`config.mk`:
```
export PLATFORM = sky130hd
export DESIGN_NAME = instr_encoder
export DESIGN_NICKNAME = d
export VERILOG_FILES = /design/src/rtl/instr_encoder_pkg.sv /design/src/rtl/instr_encoder_sync_fifo.sv /design/src/rtl/instr_encoder.sv
export SDC_FILE = /design/constraint.sdc
export NUM_CORES = 1
export LEC_CHECK = 0
export CAP_MARGIN = 20
export CORE_ASPECT_RATIO = 0.9
export CORE_MARGIN = 10
export CORE_UTILIZATION = 46
export DETAILED_ROUTE_END_ITERATION = 8
export PLACE_DENSITY = 0.78
export SKIP_CTS_REPAIR_TIMING = 1
export SLEW_MARGIN = 0
export SYNTH_ARGS = -nofsm -noshare
export SYNTH_HDL_FRONTEND = slang
export SYNTH_SLANG_ARGS = --single-unit
```
`constraint.sdc`:
```
create_clock -name clk -period 2.58 [get_ports clk]
set_input_delay 0.516 -clock clk [delete_from_list [all_inputs] [get_ports clk]]
set_output_delay 0.516 -clock clk [all_outputs]
set_load 0.005 [all_outputs]
```
`src/rtl/instr_encoder_pkg.sv`:
```
// Shared encoding constants for the instruction encoder and its matching decoder.
// Holds the request kind codes, the MIPS opcode and funct values for the
// supported subset, and a helper that tells whether a kind code is supported.
package instr_encoder_pkg;

  // Request kind codes
  localparam logic [3:0] KIND_ADDU = 4'd1;
  localparam logic [3:0] KIND_SUBU = 4'd2;
  localparam logic [3:0] KIND_ORI  = 4'd3;
  localparam logic [3:0] KIND_LW   = 4'd4;
  localparam logic [3:0] KIND_SW   = 4'd5;
  localparam logic [3:0] KIND_BEQ  = 4'd6;
  localparam logic [3:0] KIND_LUI  = 4'd7;
  localparam logic [3:0] KIND_JAL  = 4'd8;
  localparam logic [3:0] KIND_JR   = 4'd9;

  // Primary opcodes
  localparam logic [5:0] OP_RTYPE = 6'h00;
  localparam logic [5:0] OP_ORI   = 6'h0D;
  localparam logic [5:0] OP_LW    = 6'h23;
  localparam logic [5:0] OP_SW    = 6'h2B;
  localparam logic [5:0] OP_BEQ   = 6'h04;
  localparam logic [5:0] OP_LUI   = 6'h0F;
  localparam logic [5:0] OP_JAL   = 6'h03;

  // R-type funct codes
  localparam logic [5:0] FUNCT_ADDU = 6'h21;
  localparam logic [5:0] FUNCT_SUBU = 6'h23;
  localparam logic [5:0] FUNCT_JR   = 6'h08;

  function automatic logic kind_is_legal(input logic [3:0] kind);
    return (kind >= KIND_ADDU) && (kind <= KIND_JR);
  endfunction

endpackage

```
`src/rtl/instr_encoder_sync_fifo.sv`:
```
// sync_fifo: DEPTH x WIDTH synchronous FIFO with registered pointers and an
// occupancy count. No pass-through: a word written this cycle is readable
// from the next cycle. Writes while full and reads while empty are ignored.
// clear empties the FIFO and overrides any write or read in the same cycle.
// Storage is not reset; only the pointers and count are.
// Ports: clk, reset (async, active-low), clear, wr_en, wr_data, rd_en,
//        rd_data (head word), full, empty, count.
module sync_fifo
  import instr_encoder_pkg::*;
#(
  parameter int DEPTH = 4,
  parameter int WIDTH = 32
) (
  input  logic                     clk,
  input  logic                     reset,
  input  logic                     clear,
  input  logic                     wr_en,
  input  logic [WIDTH-1:0]         wr_data,
  input  logic                     rd_en,
  output logic [WIDTH-1:0]         rd_data,
  output logic                     full,
  output logic                     empty,
  output logic [$clog2(DEPTH):0]   count
);

  localparam int PTR_W = $clog2(DEPTH);
  localparam logic [PTR_W:0] FULL_CNT = (PTR_W+1)'(DEPTH);

  logic [WIDTH-1:0] mem [DEPTH];
  logic [PTR_W-1:0] wr_ptr;
  logic [PTR_W-1:0] rd_ptr;
  logic [PTR_W:0]   count_q;
  logic             do_wr;
  logic             do_rd;

  assign full    = (count_q == FULL_CNT);
  assign empty   = (count_q == '0);
  assign do_wr   = wr_en && !full && !clear;
  assign do_rd   = rd_en && !empty && !clear;
  assign rd_data = mem[rd_ptr];
  assign count   = count_q;

  always_ff @(posedge clk or negedge reset) begin
    if (!reset) begin
      wr_ptr  <= '0;
      rd_ptr  <= '0;
      count_q <= '0;
    end else if (clear) begin
      wr_ptr  <= '0;
      rd_ptr  <= '0;
      count_q <= '0;
    end else begin
      // DEPTH is a power of two, so the pointers wrap naturally.
      if (do_wr) wr_ptr <= wr_ptr + 1'b1;
      if (do_rd) rd_ptr <= rd_ptr + 1'b1;
      case ({do_wr, do_rd})
        2'b10:   count_q <= count_q + 1'b1;
        2'b01:   count_q <= count_q - 1'b1;
        default: count_q <= count_q;
      endcase
    end
  end

  always_ff @(posedge clk) begin
    if (do_wr) mem[wr_ptr] <= wr_data;
  end

endmodule

```
`src/rtl/instr_encoder.sv`:
```
// instr_encoder: turns symbolic instruction requests into 32-bit MIPS words,
// buffers them in a sync_fifo and writes them to instruction memory at
// sequential word addresses starting from BASE_ADDR.
// Ports:
//   clk, reset (async, active-low), flush (sync: empty FIFO, rewind address,
//   clear illegal)
//   in_valid/in_ready, in_kind, in_rs, in_rt, in_rd, in_imm, in_target: request
//   out_valid/out_ready, im_addr, im_wdata: IM write port
//   illegal: sticky flag, an unsupported kind was accepted
//   count: FIFO occupancy
module instr_encoder
  import instr_encoder_pkg::*;
#(
  parameter int DEPTH     = 4,
  parameter int ADDR_W    = 10,
  parameter int BASE_ADDR = 0
) (
  input  logic                     clk,
  input  logic                     reset,
  input  logic                     flush,
  input  logic                     in_valid,
  output logic                     in_ready,
  input  logic [3:0]               in_kind,
  input  logic [4:0]               in_rs,
  input  logic [4:0]               in_rt,
  input  logic [4:0]               in_rd,
  input  logic [15:0]              in_imm,
  input  logic [25:0]              in_target,
  output logic                     out_valid,
  input  logic                     out_ready,
  output logic [ADDR_W-1:0]        im_addr,
  output logic [31:0]              im_wdata,
  output logic                     illegal,
  output logic [$clog2(DEPTH):0]   count
);

  localparam logic [ADDR_W-1:0] BASE = ADDR_W'(BASE_ADDR);

  logic [31:0] enc_word;
  logic [31:0] head;
  logic        legal;
  logic        accept;
  logic        push;
  logic        pop;
  logic        full;
  logic        empty;

  // Encoder mux: purely combinational on the request fields.
  always_comb begin
    enc_word = '0;
    case (in_kind)
      KIND_ADDU: enc_word = {OP_RTYPE, in_rs, in_rt, in_rd, 5'd0, FUNCT_ADDU};
      KIND_SUBU: enc_word = {OP_RTYPE, in_rs, in_rt, in_rd, 5'd0, FUNCT_SUBU};
      KIND_ORI:  enc_word = {OP_ORI, in_rs, in_rt, in_imm};
      KIND_LW:   enc_word = {OP_LW,  in_rs, in_rt, in_imm};
      KIND_SW:   enc_word = {OP_SW,  in_rs, in_rt, in_imm};
      KIND_BEQ:  enc_word = {OP_BEQ, in_rs, in_rt, in_imm};
      KIND_LUI:  enc_word = {OP_LUI, 5'd0, in_rt, in_imm};
      KIND_JAL:  enc_word = {OP_JAL, in_target};
      KIND_JR:   enc_word = {OP_RTYPE, in_rs, 15'd0, FUNCT_JR};
      default:   enc_word = '0;
    endcase
  end

  assign legal     = kind_is_legal(in_kind);
  // Readiness ignores out_ready: a full FIFO never passes a word straight through.
  assign in_ready  = !full && !flush;
  assign accept    = in_valid && in_ready;
  // Illegal kinds complete the handshake but never occupy a FIFO slot.
  assign push      = accept && legal;
  assign out_valid = !empty;
  // No IM write completes in a flush cycle.
  assign pop       = out_valid && out_ready && !flush;
  assign im_wdata  = out_valid ? head : '0;

  sync_fifo #(
    .DEPTH (DEPTH),
    .WIDTH (32)
  ) u_fifo (
    .clk     (clk),
    .reset   (reset),
    .clear   (flush),
    .wr_en   (push),
    .wr_data (enc_word),
    .rd_en   (pop),
    .rd_data (head),
    .full    (full),
    .empty   (empty),
    .count   (count)
  );

  // Word address advances once per completed IM write and wraps modulo 2^ADDR_W.
  always_ff @(posedge clk or negedge reset) begin
    if (!reset) begin
      im_addr <= BASE;
    end else if (flush) begin
      im_addr <= BASE;
    end else if (pop) begin
      im_addr <= im_addr + 1'b1;
    end
  end

  always_ff @(posedge clk or negedge reset) begin
    if (!reset) begin
      illegal <= 1'b0;
    end else if (flush) begin
      illegal <= 1'b0;
    end else if (accept && !legal) begin
      illegal <= 1'b1;
    end
  end

endmodule
```
==> impl_metrics.tcl, run 1 <==
set metrics [dict create \
    outcome "finished clean" \
    ir_drop_mv 0.504 \
    synth_area_um2 6160 \
    max-cap-violations 0 \
    powerDensity_nw_per_um2 889 \
    p_comb_frac 0.328 \
    rsz0062_at_grt "no" \
    multi_input_area_um2 1870 \
    clk_pin_slew_ns 0.06 \
    num_rows 40 \
    max_freq_mhz 398 \
    syn_avg_cell_area_um2 16.2 \
    grt_pass1_wl_mm 23.0 \
    period_share 0.974 \
    top_layer "met4" \
    max_stage_delay_ns 0.49 \
    cp_num_buf_inv 4 \
    relSlewSlack 0.340 \
    area_growth_pct 38.8 \
    drt_pass1_iterations 4 \
    hp-class "reg -> reg" \
    ys_seq_area_frac 0.678 \
    hold_viol_final 0 \
    cts.sinks 142 \
    cp_cell_sequence "buf_12 > clkbuf_16 > buf_6 > mux4_2 > nor2b_1 > dlymetal6s2s_1" \
    slew_violations 0 \
    regArea_um2 4180 \
    start_util 0.466 \
    fin_crit_ns 2.51 \
    crit_fanout 7 \
    syn_nets 453 \
    antenna_found_initial 0 \
    path_class "reg -> out" \
    swShare 0.275 \
    grt_overflow 0 \
    critPathTopFamily "buffers and inverters" \
    cts.path.max_buffers 2 \
    cp.arrival_ns 2.00 \
    synth_top_area_frac 0.605 \
    cp-end-kind "output pin" \
    setup_viol 0 \
    cts_buffers 17 \
    wl_met1_mm 6.02 \
    yosysTopAreaCell "edfxtp_1" \
    num_vias 3793 \
    cts_tree "built" \
    grt_max_degree 23 \
    p_int_uw 5510 \
    synth.distinct_cells 40 \
    pin_count 114 \
    die_h_um 130 \
    grt_usage 0.164 \
    dp.cells 668 \
    wire_per_inst_um 21.1 \
    die_width_um 142 \
    critical_path.slowest_cell "mux4_2" \
    p_clk_frac 0.316 \
    yosys_warnings 0 \
    nets 599 \
    wl_met2_mm 7.97 \
    die_area_um2 18400 \
    dp_hpwl_mm 10.1 \
    core_um2 13200 \
    crit_path_start_kind "flip-flop" \
    final_layout_size_suffix_gt1_frac 0.206 \
    clock_latency_ns 0.41 \
    worstPathRequired_ns 2.06 \
    postRouteAntennaNets 0 \
    seq_power_share 0.356 \
    p_switching_uw 2090 \
    grt_pass1_vias 4105 \
    fin_area_um2 8550 \
    drt_iter0_drc 262 \
    clock-skew-final_ns 0.0102 \
    netlist_top_cells_area "edfxtp_1 (60%), mux4_2 (11%), dfrtp_1 (7.3%), nor2b_1 (3.8%), nand2_1 (2.0%)" \
    yosys-top-cells-count "edfxtp_1 (124), nor2b_1 (37), nand2_1 (32), mux4_2 (31), nor2_1 (19)" \
    place_congestion 0.755 \
    fin_tns_setup_ns 0 \
    worst_pin_slew_ns 0.987 \
    synth_edf_count 124 \
    totalWireLength_mm 15.0 \
    async_flop_share 0.127 \
    ys_ff_latch 142 \
    yosysMostFrequentCell "edfxtp_1" \
    finalPower_uw 7600 \
    antennaDiodeCount 0 \
    vias_per_cell 5.36 \
    ys.flop_type "edfxtp_1" \
    route.met3.wl_um 737 \
    drcViolationCount 0 \
    postPlaceCellArea_um2 7740 \
    cts_root_buffer "clkbuf_16" \
    port_buffers 112 \
    htree_levels 4 \
    fillers 956 \
    leakage_uw 0.00348 \
    synth_cells 381 \
    layoutNonFillerInstCount 708 \
]
==> routing by layer <==
metal / vias to the layer above / track usage
met4: 0 / 0.0595
li1: 1752 / -
met3: 13 / 0.0381
met5: - / 0
met2: 115 / 0.280
met1: 1913 / 0.199
==> registers in the layout, indices dropped and copies added, names as in the netlist <==
register       count
u_fifo.mem       124
u_fifo.rd_ptr      2
u_fifo.wr_ptr      2
im_addr           10
illegal            1
u_fifo.count       3
==> worst paths after layout <==
| path | from | end | cells past startpoint | slack, ns |
|---|---|---|---|---|
| worst max-delay path | u_fifo.rd_ptr[0] | im_wdata[16] | 6 | 0.07 |
| worst min-delay path | illegal | illegal | 2 | 0.54 |
| worst max register to register | u_fifo.count[0] | u_fifo.count[2] | 8 | 0.31 |
| worst min register to register | illegal | illegal | 2 | 0.54 |
| max in group asynchronous | reset | u_fifo.rd_ptr[0] | 1 | 1.41 |
| min in group asynchronous | reset | illegal | 1 | 0.58 |
==> logic make-up after synthesis <==
family / count (synthesis) / synth area share
compound gates: 42 / 0.0492
xor+xnor: 12 / 0.0201
fa+ha+maj: 6 / 0.0134
buf+inv: 28 / 0.0213
flops: 142 / 0.678
mux: 37 / 0.124
other cells: 1 / 0.000609
simple gates: 113 / 0.0941
==> final cells by class <==
| type | instances | share of cell area |
|---|---|---|
| clock buffer | 17 | 0.0498 |
| timing repair buffer | 151 | 0.198 |
| clock inverter | 15 | 0.0190 |
| multi-input combinational | 211 | 0.219 |
| sequential | 142 | 0.489 |
| inverter | 4 | 0.00176 |
| tap | 168 | 0.0246 |
==> tightest hold or removal path, delay by kind of cell (launching register included) <==
kind,cells,cell delay (ns)
flops,1,0.38
compound gates,1,0.06
buf+inv,1,0.05
==> cells in the final DEF (no fill, tap or decap), types with 4 or more instances in the layout <==
cell type	n
nor2b_1	37
nand2b_1	4
nor2_1	19
dlymetal6s2s_1	31
mux4_2	31
buf_4	23
inv_1	4
a22o_1	12
a21oi_1	6
nand2_1	32
and2_2	4
buf_12	11
clkinv_4	4
xor2_1	7
mux2i_1	4
clkbuf_16	20
o22ai_1	6
xnor2_1	4
a22oi_1	5
clkdlybuf4s50_1	81
edfxtp_1	124
ha_1	5
dfrtp_1	16
==> through the flow <==
stage	hold WS, ns	util	setup WS (ns)
4_1_cts	0.549	0.630	-0.247
3_5_place_dp	0.540	0.586	-0.272
6_report	0.541	0.647	0.0674
5_1_grt	0.566	0.647	0.00177
2_1_floorplan	0.220	-	0.136
3_3_place_gp	0.526	0.586	-0.165
==> power groups by stage <==
stage	Combinational, µW	Clock (µW)	Sequential (µW)
5_1_grt	2710	2540	2710
2_1_floorplan	1130	0	2720
6_report	2490	2400	2700
3_5_place_dp	2350	0	2750
4_1_cts	2370	2430	2700
3_3_place_gp	2320	0	2740
Power figures use the tool's default switching activity.
==> run 2, diff against run 1 <==
--- a/config.mk
+++ b/config.mk
@@ -11,6 +11,7 @@
 export CORE_UTILIZATION = 46
 export DETAILED_ROUTE_END_ITERATION = 8
 export PLACE_DENSITY = 0.78
+export REMOVE_ABC_BUFFERS = 1
 export SKIP_CTS_REPAIR_TIMING = 1
 export SLEW_MARGIN = 0
 export SYNTH_ARGS = -nofsm -noshare
==> run 2 against run 1 <==
Net effect: die area is the same; worst setup slack better by 0.036 ns; clock skew rose by 0.0050 ns; cell count is 0.71% lower; clock power decreased by 3%; hold slack gained 0.0020 ns; critical endpoint is now im_wdata[23].
==> impl_metrics.tcl, run 2 (synthesized netlist as in run 1, its figures left out) <==
set metrics [dict create \
    max_flop_register "u_fifo.mem" \
    outcome "finished clean" \
    path_class "reg -> out" \
    crit_path_start_kind "flip-flop" \
    clock_latency_ns 0.41 \
    p_clk_frac 0.317 \
    largest_reg_flops 124 \
    num_rows 40 \
    cts.sinks 142 \
    layoutNonFillerInstCount 703 \
    grt_usage 0.153 \
    critical_path.slowest_cell "mux4_2" \
    grt_pass1_vias 3882 \
    dp.cells 666 \
    area_growth_pct 37.9 \
    drt_pass1_iterations 4 \
    hp-class "reg -> reg" \
    wire_per_inst_um 20.3 \
    dp_hpwl_mm 9.39 \
    ir_drop_mv 0.476 \
    cp_num_buf_inv 3 \
    final_layout_size_suffix_gt1_frac 0.199 \
    p_int_uw 5380 \
    grt_pass1_wl_mm 21.7 \
    worstPathRequired_ns 2.06 \
    vias_per_cell 5.35 \
    clock-skew-final_ns 0.0152 \
    relSlewSlack 0.385 \
    die_area_um2 18400 \
    die_h_um 130 \
    powerDensity_nw_per_um2 865 \
    fin_crit_ns 2.48 \
    postRouteAntennaNets 0 \
    cp-end-kind "output pin" \
    drt_iter0_drc 337 \
    pin_count 114 \
    period_share 0.960 \
    grt_overflow 0 \
    slew_violations 0 \
    drcViolationCount 0 \
    max-cap-violations 0 \
    worst_pin_slew_ns 0.916 \
    setup_viol 0 \
    max_freq_mhz 404 \
    start_util 0.466 \
    crit_fanout 9 \
    rsz0062_at_grt "no" \
    grt_max_degree 34 \
    htree_levels 4 \
    cp_cell_sequence "buf_4 > buf_12 > mux4_2 > nor2b_1 > dlymetal6s2s_1" \
    totalWireLength_mm 14.3 \
    cts_root_buffer "clkbuf_16" \
    seq_power_share 0.369 \
    fin_util 0.643 \
    final_common_cell "edfxtp_1" \
    cts_tree "built" \
    cts_buffers 17 \
    hold_viol_final 0 \
    leakage_uw 0.00342 \
    clk_pin_slew_ns 0.07 \
    antenna_found_initial 1 \
    critPathTopFamily "multiplexers" \
    p_comb_frac 0.314 \
    place_congestion 0.790 \
    die_width_um 142 \
    num_vias 3762 \
    layout_common_cells "edfxtp_1 (124), clkdlybuf4s50_1 (81), nor2b_1 (37), nand2_1 (32)" \
    postPlaceCellArea_um2 7760 \
    nets 593 \
    max_stage_delay_ns 0.52 \
    port_buffers 112 \
    p_switching_uw 1960 \
    cp.arrival_ns 1.96 \
    fin_area_um2 8490 \
    swShare 0.267 \
    core_um2 13200 \
    cts.path.max_buffers 2 \
]
## run 2: cell count changes in the layout (fill, tap and decap cells not counted), sizes merged
cell	change
buf	-5
clkbuf	+1
clkinvlp	+2
diode	+1
inv	-4
## run 2: worst paths after layout
check,startpoint,end,slack [ns],cells past startpoint
worst max-delay path,u_fifo.rd_ptr[0],im_wdata[23],0.10,5
worst min-delay path,im_addr[9],im_addr[9],0.54,2
worst max register to register,u_fifo.count[0],u_fifo.count[2],0.38,8
max in group asynchronous,reset,u_fifo.rd_ptr[1],1.45,1
worst min register to register,im_addr[9],im_addr[9],0.54,2
min in group asynchronous,reset,im_addr[3],0.57,1
## run 2: routing by layer
metal,vias up,global-route usage,routed length (µm)
met5,-,0,0
met1,1895,0.194,5960
met2,123,0.255,7380
met4,0,0.0517,190
met3,10,0.0363,748
li1,1734,-,-
## run 2: stage by stage
stage | hold WS (ns) | TNS [ns] | power [µW] | worst slack [ns]
2_1_floorplan | 0.220 | -16.68 | 3790 | -0.962
3_3_place_gp | 0.523 | -3.18 | 5040 | -0.212
3_5_place_dp | 0.536 | -1.64 | 5070 | -0.286
4_1_cts | 0.554 | -3.35 | 7390 | -0.171
5_1_grt | 0.585 | 0 | 7690 | 0.0205
6_report | 0.543 | 0 | 7350 | 0.103
## run 2: power groups by stage
stage	clock [µW]	combinational, µW	sequential, µW
4_1_cts	2350	2340	2700
3_5_place_dp	0	2320	2750
3_3_place_gp	0	2290	2740
6_report	2330	2310	2710
5_1_grt	2450	2520	2720
2_1_floorplan	0	959	2830
## run 2: worst register-to-register path: stages, from the launching register on
cell and delay [ns]:
dfrtp_1 0.50, nor2_1 0.08, a21oi_1 0.21, and3_1 0.22, nor3_2 0.06, fa_2 0.34
and2_1 0.16, mux2i_1 0.17, mux2_1 0.34
## run 2: layout make-up
class,count,area (µm²)
Tap cell,168,210
Sequential cell,142,4180
Timing Repair Buffer,145,1640
Clock buffer,19,433
Inverter,4,15.0
Fill cell,948,4720
Multi-Input combinational cell,211,1880
Antenna cell,1,2.50
Clock inverter,13,143
